$ cat src/rtl/sign_narrow_pkg.sv
// Shared widths, occupancy encoding and the fit/narrow helpers for sign_narrow.
// Saturating narrowing is selected with the SIGN_NARROW_SAT_EN macro.
package sign_narrow_pkg;

    localparam int IN_W  = 32;
    localparam int OUT_W = 16;
    localparam int CNT_W = 16;

    localparam logic [OUT_W-1:0] OUT_MAX = {1'b0, {(OUT_W-1){1'b1}}};
    localparam logic [OUT_W-1:0] OUT_MIN = {1'b1, {(OUT_W-1){1'b0}}};

    typedef enum logic [1:0] {
        EMPTY = 2'd0,
        ONE   = 2'd1,
        FULL  = 2'd2
    } occ_t;

    // A word fits when every bit from the sign bit down to bit OUT_W-1 agrees.
    function automatic logic fits(input logic [IN_W-1:0] word);
        logic [IN_W-OUT_W:0] top_bits;
        top_bits = word[IN_W-1:OUT_W-1];
        return (top_bits == '0) || (top_bits == '1);
    endfunction

    function automatic logic [OUT_W-1:0] narrow(input logic [IN_W-1:0] word);
`ifdef SIGN_NARROW_SAT_EN
        if (!fits(word)) begin
            return word[IN_W-1] ? OUT_MIN : OUT_MAX;
        end
`endif
        return word[OUT_W-1:0];
    endfunction

endpackage

$ cat src/rtl/sign_narrow_fifo2.sv
// Two-entry registered buffer with valid/ready handshake on both sides.
// ready_o and valid_o decode the occupancy register only.
//
// state | meaning
// EMPTY | no entries, head is stale
// ONE   | head holds the only entry
// FULL  | head and tail both hold entries, upstream stalled
module narrow_fifo2
    import sign_narrow_pkg::*;
#(
    parameter int W = OUT_W + 1
) (
    input  logic         clk_i,
    input  logic         rst_i,
    input  logic         valid_i,
    output logic         ready_o,
    input  logic [W-1:0] data_i,
    output logic         valid_o,
    input  logic         ready_i,
    output logic [W-1:0] data_o
);

    occ_t         state_q;
    logic [W-1:0] head_q;
    logic [W-1:0] tail_q;
    logic         push;
    logic         pop;

    assign ready_o = (state_q != FULL);
    assign valid_o = (state_q != EMPTY);
    assign data_o  = head_q;
    assign push    = valid_i && ready_o;
    assign pop     = valid_o && ready_i;

    always_ff @(posedge clk_i or posedge rst_i) begin
        if (rst_i) begin
            state_q <= EMPTY;
            head_q  <= '0;
            tail_q  <= '0;
        end else begin
            case (state_q)
                EMPTY: begin
                    if (push) begin
                        head_q  <= data_i;
                        state_q <= ONE;
                    end
                end
                ONE: begin
                    // Simultaneous push and pop: the new word replaces the head directly.
                    if (push && pop) begin
                        head_q <= data_i;
                    end else if (push) begin
                        tail_q  <= data_i;
                        state_q <= FULL;
                    end else if (pop) begin
                        state_q <= EMPTY;
                    end
                end
                FULL: begin
                    if (pop) begin
                        head_q  <= tail_q;
                        state_q <= ONE;
                    end
                end
                default: state_q <= EMPTY;
            endcase
        end
    end

endmodule

$ cat src/rtl/sign_narrow.sv
// Narrows 32-bit signed words to 16-bit halfwords, flags non-fitting words and
// counts them. Define SIGN_NARROW_SAT_EN to saturate non-fitting words.
module sign_narrow
    import sign_narrow_pkg::*;
(
    input  logic             clk_i,
    input  logic             rst_i,
    input  logic             valid_i,
    output logic             ready_o,
    input  logic [IN_W-1:0]  data_i,
    output logic             valid_o,
    input  logic             ready_i,
    output logic [OUT_W-1:0] data_o,
    output logic             fit_o,
    input  logic             clr_cnt_i,
    output logic [CNT_W-1:0] ovf_cnt_o
);

    logic             fit_in;
    logic [OUT_W:0]   entry_in;
    logic [OUT_W:0]   entry_out;
    logic             push;

    assign fit_in   = fits(data_i);
    assign entry_in = {fit_in, narrow(data_i)};
    assign push     = valid_i && ready_o;

    narrow_fifo2 #(
        .W(OUT_W + 1)
    ) u_fifo (
        .clk_i   (clk_i),
        .rst_i   (rst_i),
        .valid_i (valid_i),
        .ready_o (ready_o),
        .data_i  (entry_in),
        .valid_o (valid_o),
        .ready_i (ready_i),
        .data_o  (entry_out)
    );

    assign fit_o  = entry_out[OUT_W];
    assign data_o = entry_out[OUT_W-1:0];

    // Counted on the push edge; clear takes priority over a same-cycle increment.
    always_ff @(posedge clk_i or posedge rst_i) begin
        if (rst_i) begin
            ovf_cnt_o <= '0;
        end else if (clr_cnt_i) begin
            ovf_cnt_o <= '0;
        end else if (push && !fit_in && (ovf_cnt_o != '1)) begin
            ovf_cnt_o <= ovf_cnt_o + 1'b1;
        end
    end

endmodule

$ cat config.mk
export PLATFORM = sky130hd
export DESIGN_NAME = sign_narrow
export DESIGN_NICKNAME = d
export VERILOG_FILES = /design/src/rtl/sign_narrow_pkg.sv /design/src/rtl/sign_narrow_fifo2.sv /design/src/rtl/sign_narrow.sv
export SDC_FILE = /design/constraint.sdc
export NUM_CORES = 1
export LEC_CHECK = 0
export ABC_CLOCK_PERIOD_IN_PS = 2600
export CAP_MARGIN = 40
export CORE_MARGIN = 2
export CORE_UTILIZATION = 49
export DETAILED_ROUTE_END_ITERATION = 7
export HOLD_SLACK_MARGIN = 0.15
export PLACE_DENSITY_LB_ADDON = 0.1
export SYNTH_ARGS = -nofsm -noshare
export SYNTH_HDL_FRONTEND = slang
export SYNTH_HIERARCHICAL = 1
export SYNTH_SLANG_ARGS = --single-unit
export TNS_END_PERCENT = 10
$ cat constraint.sdc
create_clock -name clk_i -period 2.6 [get_ports clk_i]
set_clock_uncertainty 0.15 [all_clocks]
set_input_delay 0.52 -clock clk_i [delete_from_list [all_inputs] [get_ports clk_i]]
set_output_delay 0.52 -clock clk_i [all_outputs]
set_load 0.01 [all_outputs]
==> summary.md, run 1 <==
### Synthesis
- **share of async-settable or async-resettable flops after synthesis** 1.00
- **#FFs+latches synth** 52
- **Mapped Avg Cell Area** 12.5 sq um
- **most frequently used flop master after synthesis** sky130_fd_sc_hd__dfrtp_1
- **library cell with the largest summed area after synthesis** sky130_fd_sc_hd__dfrtp_1
- **cell count after synthesis** 221
- **Synth Cell Area** 0.00277 sq mm
- **Ys Warns** 6
- **register area share after synthesis** 0.470
- **number of unique standard cell types used by synthesis** 42
- **synthesized net count** 259
- **area fraction of the dominant cell type after synthesis** 0.470
- **cell types occupying the most area after synthesis** sky130_fd_sc_hd__dfrtp_1, sky130_fd_sc_hd__mux2_2, sky130_fd_sc_hd__mux2_4
- **number of synthesized flops with an enable pin** 0

### Floorplanning
- **full die area** 0.00627 sq mm
- **height of the die** 79.2 um
- **Starting Density** 0.506
- **width of the chip** 79.2 um
- **Core Rows** 27
- **Ports** 72
- **area inside the core boundary** 0.00547 sq mm

### Timing
- **post-route clock period utilization** 0.869
- **max-slew violations** 0
- **Max transition margin** 0.576
- **fmax** 0.443 GHz
- **Worst-Margin Slew** 636 ps
- **unrepaired setup endpoints after global routing** no
- **final number of setup-violating endpoints** 0
- **minimum clock period after layout** 2260 ps
- **Final Worst Setup Slack** 342 ps
- **Final Hold Viols** 0
- **post-route setup TNS** 0 ps

### Cells and area
- **multi-input logic area** 0.00135 sq mm
- **number of antenna repair diodes** 0
- **count of nets after finishing** 344
- **non-filler instance count after layout** 379
- **Layout fillers** 462
- **final non-filler cell area** 0.00372 sq mm
- **area growth from synthesis to final layout** 34.5%
- **Seq. cell area** 0.00130 sq mm
- **share of cells above drive strength 1** 0.290

### Global routing
- **overflow left after global routing** 0
- **global-route wire length before repair** 10100 um
- **via count of the first global-routing pass** 2179
- **initial antenna violation count** 0
- **maximum number of pins on one net before global-route repair** 21
- **Total GRT Usage** 0.202

### Clocking
- **total number of clock tree sinks** 52
- **Max Buffers Root-to-Sink** 2
- **post_cts resized** 0
- **clock latency at the later pin of the worst-skew pair** 300 ps
- **cts hold-fix bufs** 0
- **number of buffers inserted to repair setup after CTS** 0
- **CTS tree** done
- **clk root buf** sky130_fd_sc_hd__clkbuf_8
- **Worst-path clk slew** 90 ps
- **CTS Buf Count** 5
- **Clock H-tree levels** 2

### Power and ir drop
- **largest voltage drop on the vdd net** 349 uV
- **cell leakage power** 1.52 nW
- **ratio of total power to cell area** 665 mW/mm^2

### Critical path
- **category of the critical setup timing path** register to register
- **required time worst endpoint** 2680 ps
- **startpoint type of the worst setup path** register
- **critical-path cell with the highest stage delay** sky130_fd_sc_hd__or4_1
- **Critical Path Fanout Max** 20
- **Worst Setup End Kind** register
- **largest incremental delay on the critical path** 500 ps
- **R2R depth** 7
- **number of buffer and inverter instances along the worst setup path** 1
- **worst endpoint data arrival time** 2340 ps
- **Largest delay share family, worst path** simple AND/OR/NAND/NOR gates
- **cell chain of the critical path** ha_1 > nand2_1 > nor4_2 > a2bb2o_4 > buf_12 > or4_1 > a21oi_1
- **logic depth of the worst setup path including buffers** 7

### Route
- **total via count after detailed routing** 2116
- **drt pass-1 iters** 4
- **routed length per instance** 15.7 um
- **starting DRC count in detailed routing** 75
- **final routed wirelength across all metal layers** 5960 um
- **remaining antenna violation count** 0
- **DR vias/cell** 5.58
- **drc violations** 0

### Placed design
- **detailed placement HPWL** 4470 um
- **Placement Cell Area** 0.00362 sq mm
- **placed cell count** 371
- **count of port buffers added during placement** 71
- **Place WS** 32.5 ps
- **last weighted congestion value of the routability-driven placer** 0.781

### Job
- **max-cap check violation count** 0

### Worst hold path
- **Hold/Removal Path Class** register to register
- **cell count of the worst hold path** 1

### Run status
- **run status** finished, final reports clean

-- stage by stage --
step | hold slack (ps) | total power [mW] | utilization
CTS | 366 | 2.50 | 0.680
global placement | 335 | 1.92 | 0.661
floorplan | 284 | 1.58 | -
finish | 360 | 2.47 | 0.680
global route | 373 | 2.61 | 0.680
detailed placement | 345 | 1.95 | 0.661
-- cell type report --
class                           count  share of cell area
Clock buffer                        6              0.0195
Clock inverter                      2             0.00941
Inverter                            2             0.00202
Multi-Input combinational cell    157               0.364
Sequential cell                    52               0.349
Tap cell                           72              0.0242
Timing Repair Buffer               88               0.232
-- power breakdown --
| part | total, mW | switching (mW) | internal (mW) |
|---|---|---|---|
| logic | 0.783 | 0.268 | 0.515 |
| clock network | 0.551 | 0.265 | 0.286 |
| registers | 1.14 | 0.114 | 1.03 |
| total | 2.47 | 0.647 | 1.83 |
-- registers in the layout (all words and copies together) (netlist names) --
| register | count |
|---|---|
| u_fifo/data_o | 17 |
| u_fifo/tail_q | 17 |
| ovf_cnt_o | 16 |
| u_fifo/state_q | 2 |
-- final timing paths --
kind / start / to / slack (ps)
min: u_fifo/tail_q[6] / u_fifo/tail_q[6] / 360
max in group asynchronous: rst_i / ovf_cnt_o[14] / 1420
max reg2reg: ovf_cnt_o[0] / ovf_cnt_o[7] / 340
max: ovf_cnt_o[0] / ovf_cnt_o[7] / 340
min in group asynchronous: rst_i / u_fifo/tail_q[11] / 410
min reg2reg: u_fifo/tail_q[6] / u_fifo/tail_q[6] / 360
-- layout by cell type, fill, tap and decap left out, types with 2 or more instances in the layout --
cell type	count
sky130_fd_sc_hd__clkdlybuf4s50_1	71
sky130_fd_sc_hd__nand3_1	7
sky130_fd_sc_hd__nand2b_1	4
sky130_fd_sc_hd__nor3_1	2
sky130_fd_sc_hd__nor2_2	2
sky130_fd_sc_hd__or2_2	2
sky130_fd_sc_hd__a21oi_1	13
sky130_fd_sc_hd__o31ai_1	10
sky130_fd_sc_hd__nor2b_1	3
sky130_fd_sc_hd__or3_1	2
sky130_fd_sc_hd__mux2_4	16
sky130_fd_sc_hd__or4_1	10
sky130_fd_sc_hd__nor2_1	8
sky130_fd_sc_hd__nand2_1	4
sky130_fd_sc_hd__clkbuf_8	5
sky130_fd_sc_hd__nand4_1	10
sky130_fd_sc_hd__inv_1	2
sky130_fd_sc_hd__buf_4	15
sky130_fd_sc_hd__o21ai_4	2
sky130_fd_sc_hd__buf_12	2
sky130_fd_sc_hd__nor4_1	4
sky130_fd_sc_hd__mux2_1	2
sky130_fd_sc_hd__o21ai_0	3
sky130_fd_sc_hd__nand3b_1	2
sky130_fd_sc_hd__mux2_2	36
sky130_fd_sc_hd__dfrtp_1	52
-- logic make-up after synthesis --
family | Yosys count | share of synthesized area
fa+ha+maj | 1 | 0.00452
simple gates | 69 | 0.155
compound gates | 31 | 0.0809
flops | 52 | 0.470
mux | 55 | 0.245
xor+xnor | 1 | 0.00316
buf+inv | 12 | 0.0411
-- layer usage --
layer	global-route usage	share of wire
met2	0.350	0.51
met1	0.261	0.44
met5	0	0
met3	0.0409	0.036
met4	0.0483	0.0086
-- synthesized netlist by cell type (2+ instances only) --
master                     instances
sky130_fd_sc_hd__dfrtp_1          52
sky130_fd_sc_hd__mux2_2           36
sky130_fd_sc_hd__mux2_4           16
sky130_fd_sc_hd__a21oi_1          13
sky130_fd_sc_hd__nand4_1          10
sky130_fd_sc_hd__o31ai_1          10
sky130_fd_sc_hd__or4_1            10
sky130_fd_sc_hd__nor2_1            8
sky130_fd_sc_hd__nand3_1           7
sky130_fd_sc_hd__buf_6             5
sky130_fd_sc_hd__nand2_1           4
sky130_fd_sc_hd__nand2b_1          4
sky130_fd_sc_hd__nor4_1            4
sky130_fd_sc_hd__nor2b_1           3
sky130_fd_sc_hd__o21ai_0           3
sky130_fd_sc_hd__clkbuf_1          2
sky130_fd_sc_hd__inv_1             2
sky130_fd_sc_hd__mux2_1            2
sky130_fd_sc_hd__nand3b_1          2
sky130_fd_sc_hd__nor2_2            2
sky130_fd_sc_hd__nor3_1            2
sky130_fd_sc_hd__o21ai_4           2
sky130_fd_sc_hd__or2_2             2
sky130_fd_sc_hd__or3_1             2
(Power assumes the default switching activity.)
==> run 2: changes to the inputs <==
RECOVER_POWER = 25   (was not set)
SKIP_CTS_REPAIR_TIMING = 1   (was not set)
==> run 2 against run 1 <==
Critical path depth unchanged. Sequential cell count unchanged. Register-to-register slack about the same. Highest routed layer unchanged.
==> summary.md, run 2 (synthesis results as in run 1) <==
### Run status
- **run status** finished, final reports clean

### Floorplanning
- **Core Rows** 27
- **area inside the core boundary** 0.00547 sq mm
- **Starting Density** 0.506
- **width of the chip** 79.2 um
- **Ports** 72
- **full die area** 0.00627 sq mm
- **height of the die** 79.2 um

### Placed design
- **count of port buffers added during placement** 71
- **last weighted congestion value of the routability-driven placer** 0.781
- **placed cell count** 371
- **Placement Cell Area** 0.00362 sq mm
- **detailed placement HPWL** 4470 um

### Route
- **drc violations** 0
- **DR vias/cell** 5.58
- **starting DRC count in detailed routing** 60
- **total via count after detailed routing** 2115
- **drt pass-1 iters** 4
- **routed length per instance** 15.8 um
- **final routed wirelength across all metal layers** 5980 um
- **remaining antenna violation count** 0

### Power and ir drop
- **largest voltage drop on the vdd net** 349 uV
- **cell leakage power** 1.51 nW
- **ratio of total power to cell area** 666 mW/mm^2

### Cells and area
- **count of nets after finishing** 344
- **share of cells above drive strength 1** 0.283
- **number of antenna repair diodes** 0
- **final non-filler cell area** 0.00372 sq mm
- **area growth from synthesis to final layout** 34.2%
- **highest-count cells in the layout ignoring fill and taps** sky130_fd_sc_hd__clkdlybuf4s50_1, sky130_fd_sc_hd__dfrtp_1, sky130_fd_sc_hd__mux2_2, sky130_fd_sc_hd__mux2_4
- **non-filler instance count after layout** 379
- **most common cell after layout, fill and taps aside** sky130_fd_sc_hd__clkdlybuf4s50_1

### Timing
- **worst hold-check slack** 361 ps
- **final number of setup-violating endpoints** 0
- **max-slew violations** 0
- **fmax** 0.443 GHz
- **Final Hold Viols** 0
- **Worst-Margin Slew** 1030 ps
- **post-route setup TNS** 0 ps
- **unrepaired setup endpoints after global routing** no
- **post-route clock period utilization** 0.869
- **minimum clock period after layout** 2260 ps
- **Max transition margin** 0.312

### Critical path
- **Worst R2R Start** ovf_cnt_o[0]
- **category of the critical setup timing path** register to register
- **Critical Path Fanout Max** 20
- **startpoint type of the worst setup path** register
- **register-to-register setup slack** 340 ps
- **crit path from** ovf_cnt_o[0]
- **required time worst endpoint** 2680 ps
- **worst endpoint data arrival time** 2340 ps
- **Worst Setup End Kind** register

### Worst hold path
- **min-delay src** u_fifo/tail_q[13]
- **Hold/Removal Path Class** register to register

### Clocking
- **clock latency at the later pin of the worst-skew pair** 300 ps
- **Worst-path clk slew** 90 ps
- **Clock H-tree levels** 2
- **CTS tree** done
- **Max Buffers Root-to-Sink** 2
- **clk root buf** sky130_fd_sc_hd__clkbuf_8
- **total number of clock tree sinks** 52
- **CTS Buf Count** 5

### Global routing
- **maximum number of pins on one net before global-route repair** 21
- **overflow left after global routing** 0
- **Total GRT Usage** 0.202
- **global-route wire length before repair** 10100 um
- **initial antenna violation count** 0
- **via count of the first global-routing pass** 2179

### Job
- **max-cap check violation count** 0

==> run 2: cell count changes in the layout (fill, tap and decap cells not counted), sizes merged <==
cell | previous run | this run
clkbuf | 6 | 8
buf | 17 | 15
dlygate4sd3 | 0 | 1
clkdlybuf4s50 | 71 | 70
==> run 2: critical path: stages (launching register included) <==
cell                       delay, ps
sky130_fd_sc_hd__dfrtp_1         450
sky130_fd_sc_hd__ha_1            270
sky130_fd_sc_hd__nand2_1         130
sky130_fd_sc_hd__nor4_2           60
sky130_fd_sc_hd__a2bb2o_4        300
sky130_fd_sc_hd__buf_12          160
sky130_fd_sc_hd__or4_1           500
sky130_fd_sc_hd__a21oi_1         160
==> run 2: per-stage QoR <==
stage               total power [mW]  setup WS, ps  utilization
floorplan                       1.58           462            -
global placement                1.92          57.2        0.661
detailed placement              1.95          32.5        0.661
CTS                             2.50           350        0.680
global route                    2.61           250        0.679
finish                          2.47           341        0.679
==> run 2: worst paths after layout <==
check,end,depth (start not counted)
setup reg to reg,ovf_cnt_o[7],7
hold / removal,u_fifo/tail_q[13],1
max in group asynchronous,u_fifo/tail_q[1],3
setup / recovery,ovf_cnt_o[7],7
min in group asynchronous,ovf_cnt_o[3],2
hold reg to reg,u_fifo/tail_q[13],1
==> run 2: area by class of cell <==
| cell class | instances | area, sq um |
|---|---|---|
| inverter | 2 | 7.51 |
| clock buffer | 6 | 72.6 |
| timing repair buffer | 88 | 856 |
| multi-input combinational | 157 | 1350 |
| tap | 72 | 90.1 |
| sequential | 52 | 1300 |
| fill | 461 | 1760 |
| clock inverter | 2 | 35.0 |
==> run 2: layer usage <==
metal | track usage | share of wire | up-vias
met1 | 0.261 | 0.44 | 1054
met2 | 0.350 | 0.51 | 47
met3 | 0.0409 | 0.036 | 6
li1 | - | - | 1008
met5 | 0 | 0 | -
met4 | 0.0483 | 0.0085 | 0
==> run 2: report_power, final <==
part | internal (mW) | switching (mW)
Combinational | 0.513 | 0.269
Clock | 0.286 | 0.264
Sequential | 1.03 | 0.114
==> run 3: changes to the inputs <==
CORE_UTILIZATION = 48   (was 49)
SYNTH_HIERARCHICAL = not set   (was 1)
==> run 3 against run 2 <==
Worst hold slack worse by 13 ps. Non-clock buffer count up 3. Die area down 4.7%. Area after synthesis down 6.9%. Global-route usage down 0.38 points. Fmax down 8.3%. Largest cell class is now sequential cells. Largest power group unchanged. Highest routed layer unchanged.
==> summary.md, run 3 <==
### Floorplanning
- **Ports** 72
- **width of the chip** 77.3 um
- **area inside the core boundary** 0.00514 sq mm
- **Core Rows** 26
- **height of the die** 77.3 um
- **Starting Density** 0.501
- **full die area** 0.00597 sq mm

### Synthesis
- **library cell with the largest summed area after synthesis** sky130_fd_sc_hd__dfrtp_1
- **share of async-settable or async-resettable flops after synthesis** 1.00
- **most frequently used flop master after synthesis** sky130_fd_sc_hd__dfrtp_1
- **cell count after synthesis** 246
- **Ys Warns** 0
- **most common library cells after synthesis** sky130_fd_sc_hd__dfrtp_1, sky130_fd_sc_hd__nor2_1, sky130_fd_sc_hd__a21oi_1
- **Mapped Avg Cell Area** 10.5 sq um
- **area fraction of the dominant cell type after synthesis** 0.505
- **count leader, synth** sky130_fd_sc_hd__dfrtp_1
- **cell types occupying the most area after synthesis** sky130_fd_sc_hd__dfrtp_1, sky130_fd_sc_hd__mux2i_1, sky130_fd_sc_hd__a21oi_1
- **#FFs+latches synth** 52
- **register area share after synthesis** 0.505
- **number of synthesized flops with an enable pin** 0
- **number of unique standard cell types used by synthesis** 37
- **Synth Cell Area** 0.00258 sq mm
- **synthesized net count** 284

### Clocking
- **CTS Buf Count** 5
- **total number of clock tree sinks** 52
- **Clock H-tree levels** 2
- **clock latency at the later pin of the worst-skew pair** 300 ps
- **clk root buf** sky130_fd_sc_hd__clkbuf_8
- **Worst-path clk slew** 90 ps
- **Max Buffers Root-to-Sink** 2
- **CTS tree** done

### Cells and area
- **number of antenna repair diodes** 0
- **share of cells above drive strength 1** 0.150
- **highest-count cells in the layout ignoring fill and taps** sky130_fd_sc_hd__clkdlybuf4s50_1, sky130_fd_sc_hd__dfrtp_1, sky130_fd_sc_hd__nor2_1, sky130_fd_sc_hd__a21oi_1, sky130_fd_sc_hd__buf_4
- **Layout fillers** 431
- **Util after Layout** 0.703
- **count of nets after finishing** 371
- **most common cell after layout, fill and taps aside** sky130_fd_sc_hd__clkdlybuf4s50_1
- **non-filler instance count after layout** 404
- **final non-filler cell area** 0.00361 sq mm
- **area growth from synthesis to final layout** 40.1%

### Placed design
- **Place WS** -56.9 ps
- **placed cell count** 396
- **detailed placement HPWL** 4320 um
- **Placement Cell Area** 0.00350 sq mm
- **last weighted congestion value of the routability-driven placer** 0.811
- **count of port buffers added during placement** 71

### Route
- **remaining antenna violation count** 0
- **total via count after detailed routing** 2145
- **drt pass-1 iters** 4
- **final routed wirelength across all metal layers** 5680 um
- **drc violations** 0
- **routed length per instance** 14.1 um
- **starting DRC count in detailed routing** 53
- **DR vias/cell** 5.31

### Timing
- **Max transition margin** 0.467
- **fmax** 0.406 GHz
- **worst hold-check slack** 348 ps
- **post-route setup TNS** 0 ps
- **post-route clock period utilization** 0.947
- **Worst-Margin Slew** 800 ps
- **minimum clock period after layout** 2460 ps
- **final number of setup-violating endpoints** 0
- **Final Worst Setup Slack** 137 ps
- **Final Hold Viols** 0
- **max-slew violations** 0
- **unrepaired setup endpoints after global routing** no

### Power and ir drop
- **cell leakage power** 1.56 nW
- **ratio of total power to cell area** 648 mW/mm^2
- **total power after layout** 2.34 mW
- **largest voltage drop on the vdd net** 437 uV

### Global routing
- **overflow left after global routing** 0
- **Total GRT Usage** 0.199
- **global-route wire length before repair** 9490 um
- **maximum number of pins on one net before global-route repair** 33
- **initial antenna violation count** 0
- **via count of the first global-routing pass** 2068

### Critical path
- **startpoint type of the worst setup path** register
- **critical-path cell with the highest stage delay** sky130_fd_sc_hd__clkdlybuf4s50_1
- **worst endpoint data arrival time** 1790 ps
- **required time worst endpoint** 1930 ps
- **cell chain of the critical path** nor2b_2 > inv_2 > buf_4 > clkdlybuf4s50_1
- **category of the critical setup timing path** register to primary output
- **Worst Setup End Kind** primary output
- **Critical Path Fanout Max** 8
- **number of buffer and inverter instances along the worst setup path** 3
- **Largest delay share family, worst path** buffers and inverters
- **register-to-register setup slack** 190 ps
- **largest incremental delay on the critical path** 560 ps

### Job
- **max-cap check violation count** 0

### Worst hold path
- **Hold/Removal Path Class** register to register

### Run status
- **run status** finished, final reports clean

-- run 3: worst paths after layout --
check | startpoint | cells past startpoint | end
max in group asynchronous | rst_i | 3 | ovf_cnt_o[13]
worst min-delay path | u_fifo.tail_q[1] | 1 | u_fifo.tail_q[1]
worst max-delay path | u_fifo.state_q[1] | 4 | ready_o
min in group asynchronous | rst_i | 2 | u_fifo.data_o[5]
worst max register to register | ovf_cnt_o[1] | 7 | ovf_cnt_o[14]
worst min register to register | u_fifo.tail_q[1] | 1 | u_fifo.tail_q[1]
-- run 3: per-layer routing --
layer	part of all wire	track usage
met1	0.43	0.250
met2	0.50	0.334
met3	0.050	0.0518
met4	0.013	0.0643
met5	0	0
-- run 3: kinds of logic after synthesis --
group           Yosys count  synth area share
simple gates             90             0.190
flops                    52             0.505
compound gates           45             0.102
mux                      40             0.167
buf+inv                  18            0.0316
fa+ha+maj                 1           0.00485
-- run 3: worst reg2reg max path, stage by stage (launching register included) --
cell                      delay, ps
sky130_fd_sc_hd__dfrtp_1        430
sky130_fd_sc_hd__ha_1           220
sky130_fd_sc_hd__and3_1         210
sky130_fd_sc_hd__and2_1         180
sky130_fd_sc_hd__a32o_2         300
sky130_fd_sc_hd__buf_4          190
sky130_fd_sc_hd__or4_1          510
sky130_fd_sc_hd__a21oi_1        150
-- run 3: area by class of cell --
type | instances | area [sq um] | share of cell area
Clock buffer | 6 | 82.6 | 0.0229
Clock inverter | 2 | 38.8 | 0.0107
Inverter | 7 | 26.3 | 0.00728
Multi-Input combinational cell | 176 | 1200 | 0.333
Sequential cell | 52 | 1300 | 0.360
Tap cell | 70 | 87.6 | 0.0243
Timing Repair Buffer | 91 | 871 | 0.241
-- run 3: power by group --
| group | internal (mW) | total, mW | switching, mW |
|---|---|---|---|
| combinational | 0.381 | 0.649 | 0.268 |
| clock | 0.315 | 0.579 | 0.264 |
| sequential | 1.01 | 1.11 | 0.107 |
